## src/rtl/ui_pkg.sv

```systemverilog
// ui_pkg: shared digit widths, converter states and blank-mask reset constant for the score UI.
package ui_pkg;
    localparam int BCD_W = 4;
    localparam int SCORE_DIGITS = 5;
    typedef enum logic [1:0] {IDLE, SHIFT, DONE} conv_state_t;
    localparam logic [SCORE_DIGITS-1:0] LZ_RESET = 5'b11110;
endpackage

```

## src/rtl/bcd_add3_adjust.sv

```systemverilog
// bcd_add3_adjust: double-dabble correction, adds 3 to every BCD digit that is 5 or more.
module bcd_add3_adjust
    import ui_pkg::*;
#(
    parameter int DIGITS = SCORE_DIGITS
) (
    input  logic [BCD_W*DIGITS-1:0] acc,
    output logic [BCD_W*DIGITS-1:0] adj
);
    for (genvar g = 0; g < DIGITS; g++) begin : g_digit
        assign adj[BCD_W*g +: BCD_W] = acc[BCD_W*g +: BCD_W] >= 4'd5 ?
                                       acc[BCD_W*g +: BCD_W] + 4'd3 : acc[BCD_W*g +: BCD_W];
    end
endmodule

```

## src/rtl/score_bcd_converter.sv

```systemverilog
// score_bcd_converter: converts the binary score to BCD by iterative double-dabble and
// publishes all digits plus a leading-zero blank mask atomically.
module score_bcd_converter
    import ui_pkg::*;
#(
    parameter int BIN_W = 16,
    parameter int DIGITS = SCORE_DIGITS
) (
    input  logic                    clk,
    input  logic                    reset_n,
    input  logic [BIN_W-1:0]        score,
    output logic [BCD_W*DIGITS-1:0] bcd_digits,
    output logic [DIGITS-1:0]       lz_blank,
    output logic                    digits_valid,
    output logic                    update_pulse,
    output logic                    busy
);
    localparam int CNT_W = $clog2(BIN_W + 1);

    conv_state_t state, nxt;
    logic [BIN_W-1:0] last_score, shift_reg;
    logic [BCD_W*DIGITS-1:0] bcd_acc, adj;
    logic [CNT_W-1:0] cnt;
    logic start_pending, trigger, last_shift, zero_run;
    logic [DIGITS-1:0] mask;

    bcd_add3_adjust #(.DIGITS(DIGITS)) u_adjust (.acc(bcd_acc), .adj(adj));

    assign trigger = (score != last_score) || start_pending;
    assign last_shift = cnt == CNT_W'(BIN_W - 1);
    assign busy = state != IDLE;

    always_comb begin
        nxt = state == IDLE  ? (trigger ? SHIFT : IDLE) :
              state == SHIFT ? (last_shift ? DONE : SHIFT) : IDLE;
    end

    // A digit blanks only while it and every digit above it are zero; the ones digit always shows.
    always_comb begin
        mask = '0;
        zero_run = 1'b1;
        for (int i = DIGITS - 1; i >= 1; i--) begin
            zero_run = zero_run && (bcd_acc[BCD_W*i +: BCD_W] == '0);
            mask[i] = zero_run;
        end
    end

    always_ff @(posedge clk or negedge reset_n) begin
        if (!reset_n) state <= IDLE;
        else state <= nxt;
    end

    always_ff @(posedge clk or negedge reset_n) begin
        if (!reset_n) begin
            last_score    <= '0;
            start_pending <= 1'b1;
            shift_reg     <= '0;
            bcd_acc       <= '0;
            cnt           <= '0;
            bcd_digits    <= '0;
            lz_blank      <= LZ_RESET;
            digits_valid  <= 1'b0;
            update_pulse  <= 1'b0;
        end else begin
            update_pulse <= 1'b0;
            case (state)
                IDLE: if (trigger) begin
                    shift_reg     <= score;
                    last_score    <= score;
                    bcd_acc       <= '0;
                    cnt           <= '0;
                    start_pending <= 1'b0;
                end
                SHIFT: begin
                    bcd_acc   <= {adj[BCD_W*DIGITS-2:0], shift_reg[BIN_W-1]};
                    shift_reg <= shift_reg << 1;
                    cnt       <= cnt + 1'b1;
                end
                DONE: begin
                    bcd_digits   <= bcd_acc;
                    lz_blank     <= mask;
                    digits_valid <= 1'b1;
                    update_pulse <= 1'b1;
                end
                default: ;
            endcase
        end
    end
endmodule

```

## config.mk

```make
export PLATFORM = sky130hd
export DESIGN_NAME = score_bcd_converter
export DESIGN_NICKNAME = d
export VERILOG_FILES = /design/src/rtl/ui_pkg.sv /design/src/rtl/bcd_add3_adjust.sv /design/src/rtl/score_bcd_converter.sv
export SDC_FILE = /design/constraint.sdc
export NUM_CORES = 1
export LEC_CHECK = 0
export CAP_MARGIN = 10
export CORE_MARGIN = 2
export CORE_UTILIZATION = 56
export CTS_CLUSTER_SIZE = 8
export DETAILED_ROUTE_END_ITERATION = 7
export PLACE_DENSITY = 0.79
export SYNTH_ARGS = -nofsm -noshare
export SYNTH_HDL_FRONTEND = slang
export SYNTH_SLANG_ARGS = --single-unit
```

## constraint.sdc

```tcl
create_clock -name clk -period 1.9 [get_ports clk]
set_input_delay 0.285 -clock clk [delete_from_list [all_inputs] [get_ports clk]]
set_output_delay 0.285 -clock clk [all_outputs]
set_load 0.01 [all_outputs]
```

[Word-level counts from Yosys, hierarchy flattened]
Cells that the tools add are included.
Operators by class
  add/sub/neg operators: 6
  magnitude comparators: 5
  reduce and logical (&&, ||, !) cells: 13
  muxes and demuxes: 16
  equal/unequal tests: 5
Operator list (number)
  $pmux 20 s2: 1
  $pmux 16 s2: 1
  $ge 4x3->1 const B: 5
  $mux 20: 1
  $add 4x2->4 const B: 4
  $logic_not 4->1: 4
  $mux 16: 1
  $mux 4: 4
  $ne 16x16->1: 1
  $pmux 5 s2: 1
  $mux 2: 3
  $add 5x1->5 const B: 1
  $eq 5x4->1 const B: 1
  $mux 5: 1
  $reduce_and 2->1: 2
  $reduce_bool 2->1: 2
  $add 3x2->3 const B: 1
  $logic_and 1x1->1: 3
  $mux 3: 1
  $eq 2x1->1 const B: 1
  $eq 2x2->1 const B: 1
  $logic_not 2->1: 1
  $mux 1: 2
  $ne 2x2->1 const B: 1
  $logic_or 1x1->1: 1
Storage, ports and cells
  output and inout bits: 28
  logic and storage cells: 55
  register bits: 86
  input port bits: 18

[Longest topological paths before layout]
  word-level depth: 4
  mapped depth: 7
  gate-level depth less buffers: 7

[Hierarchy]
From an unflattened synthesis, not the netlist that was laid out.
Unflattened totals
  cell total of the unflattened synthesis: 426
  area total of the unflattened synthesis: 4381.7 µm²
By module, submodules not included
  score_bcd_converter: cells an instance 346, area each 3875.0 µm², sequential area each 2158.3 µm², instances 1
  bcd_add3_adjust: cells an instance 80, area each 506.7 µm², sequential area each 0.0 µm², instances 1

[Least setup slack after synthesis]
OpenSTA, ideal clock, no wires.
  path kind: flip-flop to flip-flop
  from: register last_score[11]
  to: register last_score[10]
  data required time: 1.775 ns
  setup time: 0.125 ns
  buffers on the path: 2
  setup slack: 0.123 ns
  period minus slack after synthesis: 1.777 ns
  cell stages (with the launch flop): 8
  data arrival time: 1.652 ns
  cell sequence: dfrtp_1 -> xnor2_1 -> nand3_1 -> nor4_4 -> a21o_1 -> buf_6 -> buf_8 -> mux2_4
On the way
  word-level cells in the longest chain between the ends: 3
Ends and longest elaborated chain
  start: declaration: RTL line score_bcd_converter.sv:21  | logic [BIN_W-1:0] last_score, shift_reg;
  start signal: assignment: RTL line score_bcd_converter.sv:69  | last_score <= score;
  $ne 16x16->1: RTL line score_bcd_converter.sv:29  | assign trigger = (score != last_score) || start_pending;
  $logic_or 1x1->1: RTL line score_bcd_converter.sv:29
  $reduce_and 2->1 (no source line)
Every way passes these cells.
A chain may end at the register's enable or synchronous reset.

[Final worst setup path]
  from: register last_score[0]
  to: register shift_reg[4]
On the way
  word-level cells in the longest chain between the ends: 4
Ends and longest elaborated chain
  $ne 16x16->1: RTL line score_bcd_converter.sv:29
  $logic_or 1x1->1: RTL line score_bcd_converter.sv:29
  $ne 2x2->1 (no source line)
  $reduce_and 2->1 (no source line)
  end signal: assignment: RTL line score_bcd_converter.sv:68  | shift_reg <= score;
  end signal: assignment: RTL line score_bcd_converter.sv:76  | shift_reg <= shift_reg << 1;
  end: declaration: RTL line score_bcd_converter.sv:21
Every way passes these cells.

==> metrics.log <==
INFO  metric status = finished, violations left
INFO  metric violations_in_the_final_reports = setup timing
INFO  metric drv_slew = 0
INFO  metric yosysUniqueCellTypes = 43
INFO  metric synth.cell_area = 4170 sq um
INFO  metric core.rowCount = 31
INFO  metric i_o_pin_count = 46
INFO  metric drcViolationCount = 0
INFO  metric grt_start_max_net_pins = 42
INFO  metric fmax = 524 MHz
INFO  metric synth.ff_latch_count = 86
INFO  metric grt_pass1_wl = roughly 14000 um
INFO  metric floorplan.initialDensity = 0.578
INFO  metric number_of_global_route_vias_before_repair = around 3000
INFO  metric clkTransAtPathRegs = about 0.090 ns
INFO  metric setup.worst_path.class = flop to flop
INFO  metric die_height = 90.3 um
INFO  metric clock_insertion_delay_worst_skew = about 0.37 ns
INFO  metric final.setup_skew = 0.0133 ns
INFO  metric worstPathRequired = 2.15 ns
INFO  metric initial_antenna_violation_count = 0
INFO  metric synth_top_cell_area_share = 0.486
INFO  metric startpoint_type = flop
INFO  metric setup_tns = -0.0294 ns
INFO  metric drt-wirelength-per-cell = about 15 um
INFO  metric crit_arrival = about 2.2 ns
INFO  metric numCtsBuffers = 9
INFO  metric num_antenna_cells = 0
INFO  metric pwr_density_cell = ~910 nW/um^2
INFO  metric layout_top_registers = bcd_acc x20, bcd_digits x20
INFO  metric critical_path.max_fanout = 19
INFO  metric synth.yosys.seq_area_share = 0.518
INFO  metric detailedRoute.firstPassIterationCount = 4
INFO  metric ys_top_cells_by_count = nand2_1, dfrtp_1, o21ai_0, xnor2_1, inv_1
INFO  metric final_layout_size_suffix_gt1_frac = 0.228
INFO  metric final_min_period_over_clock_period = 1.00
INFO  metric max_slew.worst_pin.slew = 0.594 ns
INFO  metric num-nets-final = 498
INFO  metric cts_htree_levels = 3
INFO  metric timing.final.hold_violations = 0
INFO  metric synth.most_common_cell = nand2_1
INFO  metric num-fill-cells = 561
INFO  metric final.hold.worst_slack = 0.261 ns
INFO  metric cts-root-buf = clkbuf_8
INFO  metric layout-area-overhead-vs-synth = 25.0%
INFO  metric netlist_instances = 392
INFO  metric globalplace.congestion = 0.815
INFO  metric numClockSinks = 86
INFO  metric dp.final_hpwl = 6030 um
INFO  metric fp.dieW = around 90 um
INFO  metric netlist_top_cells_area = dfrtp_1, nand2_1, mux2_4
INFO  metric core = 7210 sq um
INFO  metric postCtsSetupBuffers = 0
INFO  metric synth_top_flop_cell = dfrtp_1
INFO  metric global_route.overflow_total = 0
INFO  metric synth_fp_nets = 425
INFO  metric port_buffers = between 40 and 50
INFO  metric grt.total_usage = 0.222
INFO  metric finalWorstPathRequiredPeriod = 1.91 ns
INFO  metric finalWirelength = 8340 um
INFO  metric setup-violations-final = 9
INFO  metric max_slew_margin = 0.603
INFO  metric cts-root-to-sink-buffers = 2
INFO  metric drt-vias-per-instance = 5.33
INFO  metric clock_tree_from_tritoncts = done
INFO  metric share_of_async_settable_or_async_resettable_flops_after_synthesis = 1.00
INFO  metric yosys_warnings = 0
INFO  metric drtIter0Drc = about 100
INFO  metric hold_removal_path_class = input pin to flop
INFO  metric postLayoutSetupSlackWorst = -0.00790 ns
INFO  metric detailroute.via_count = 3030
INFO  metric synthDominantAreaCellType = dfrtp_1
INFO  metric ant_nets = 0
INFO  metric max-vdd-ir-drop = just under 0.0004 V
INFO  metric post_synthesis_average_cell_area = 10.6 sq um
INFO  metric rsz_0062_raised_after_global_routing = yes
INFO  metric endpoint_kind = flop
INFO  metric die_area = 8150 sq um
INFO  metric cap_violations = 0
INFO  metric p_leak = 0.00246 uW
INFO  metric synth-edff-count = 0
==> cell type report <==
class                           instances  area, sq um  area share
Sequential cell                        86         2160       0.414
Multi-Input combinational cell        269         1910       0.366
Timing Repair Buffer                   79          748       0.144
Clock buffer                            9          124      0.0238
Tap cell                               99          124      0.0238
Clock inverter                          7         77.6      0.0149
Inverter                               20         75.1      0.0144
==> cell families (layout without fill, tap and decap cells) <==
| logic type | Yosys count | count (layout) | synth area share |
|---|---|---|---|
| AND/OR/NAND/NOR | 127 | 127 | 0.134 |
| flip-flops | 86 | 86 | 0.518 |
| AO/OA/AOI/OAI | 69 | 69 | 0.103 |
| buffers and inverters | 37 | 115 | 0.0444 |
| multiplexers | 33 | 33 | 0.104 |
| XOR/XNOR | 24 | 24 | 0.0504 |
| adder cells (fa/ha/maj) | 15 | 15 | 0.0450 |
| other | 1 | 1 | 0.000899 |
==> metrics by stage <==
stage	cells	power [uW]	worst slack (ns)	util	cell area, sq um
after CTS	569	4770	0.0145	0.711	5130
final	569	4740	-0.00790	0.723	5210
after detailed placement	552	3440	-0.369	0.681	4920
after global routing	569	4990	-0.0525	0.723	5210
after floorplan	392	2820	0.123	-	4170
after global placement	552	3370	-0.275	0.681	4920
==> where the power goes <==
group / leakage (uW) / internal [uW] / switching [uW] / total (uW)
clock: 0.000101 / 624 / 706 / 1330
sequential: 0.00107 / 2130 / 180 / 2310
combinational: 0.00129 / 630 / 466 / 1100
==> critical path, cell delays in order (launching register included) <==
cell       delay [ns]
dfrtp_1          0.40
xnor2_1          0.19
o2111ai_2        0.18
nor4_4           0.29
buf_4            0.18
a31oi_4          0.09
buf_12           0.17
mux2_4           0.30
==> path summary, 6_finish.rpt <==
path                                           startpoint                   endpoint  slack [ns]  depth (start not counted)
min in group asynchronous                         reset_n    bcd_acc[16]$_DFFE_PN0P_        0.44                          2
worst min-delay path                             score[0]   shift_reg[0]$_DFFE_PN0P_        0.26                          3
max in group asynchronous                         reset_n  shift_reg[15]$_DFFE_PN0P_        0.82                          3
worst max-delay path            last_score[0]$_DFFE_PN0P_   shift_reg[4]$_DFFE_PN0P_      -0.008                          7
worst max register to register  last_score[0]$_DFFE_PN0P_   shift_reg[4]$_DFFE_PN0P_      -0.008                          7
worst min register to register    lz_blank[2]$_DFFE_PN1P_    lz_blank[2]$_DFFE_PN1P_        0.46                          2
==> metal layers <==
metal	routed length, um	part of all wire	global-route usage
met1	3730	0.45	0.286
met2	4090	0.49	0.372
met3	324	0.039	0.0342
met4	193	0.023	0.104
met5	0	0	0
==> cells in the final DEF, fill, tap and decap left out, drive strengths merged, types with 2 or more instances in the layout <==
master,instances
nand2,99
a31o,2
o2bb2ai,2
nor4,3
o22ai,10
dlymetal6s2s,2
buf,35
clkdlybuf4s50,40
nand3,3
xor2,2
dfstp,5
nor3b,2
nor3,2
clkbuf,9
xnor2,22
ha,15
a21oi,13
dfrtp,81
o21ai,25
a22o,5
a21o,3
nor2,6
mux2,31
inv,23
clkinv,2
mux2i,2
and3,2
nand2b,4
nand4,2
a31oi,6
==> repair_timing <==
item / CTS / global route
pin swaps: 0 / 5
setup endpoints to repair: 1 / 38
resized for setup: 2 / 19
hold endpoints to repair: 35 / 0
hold buffers: 1 / 0
(Power assumes the default switching activity.)
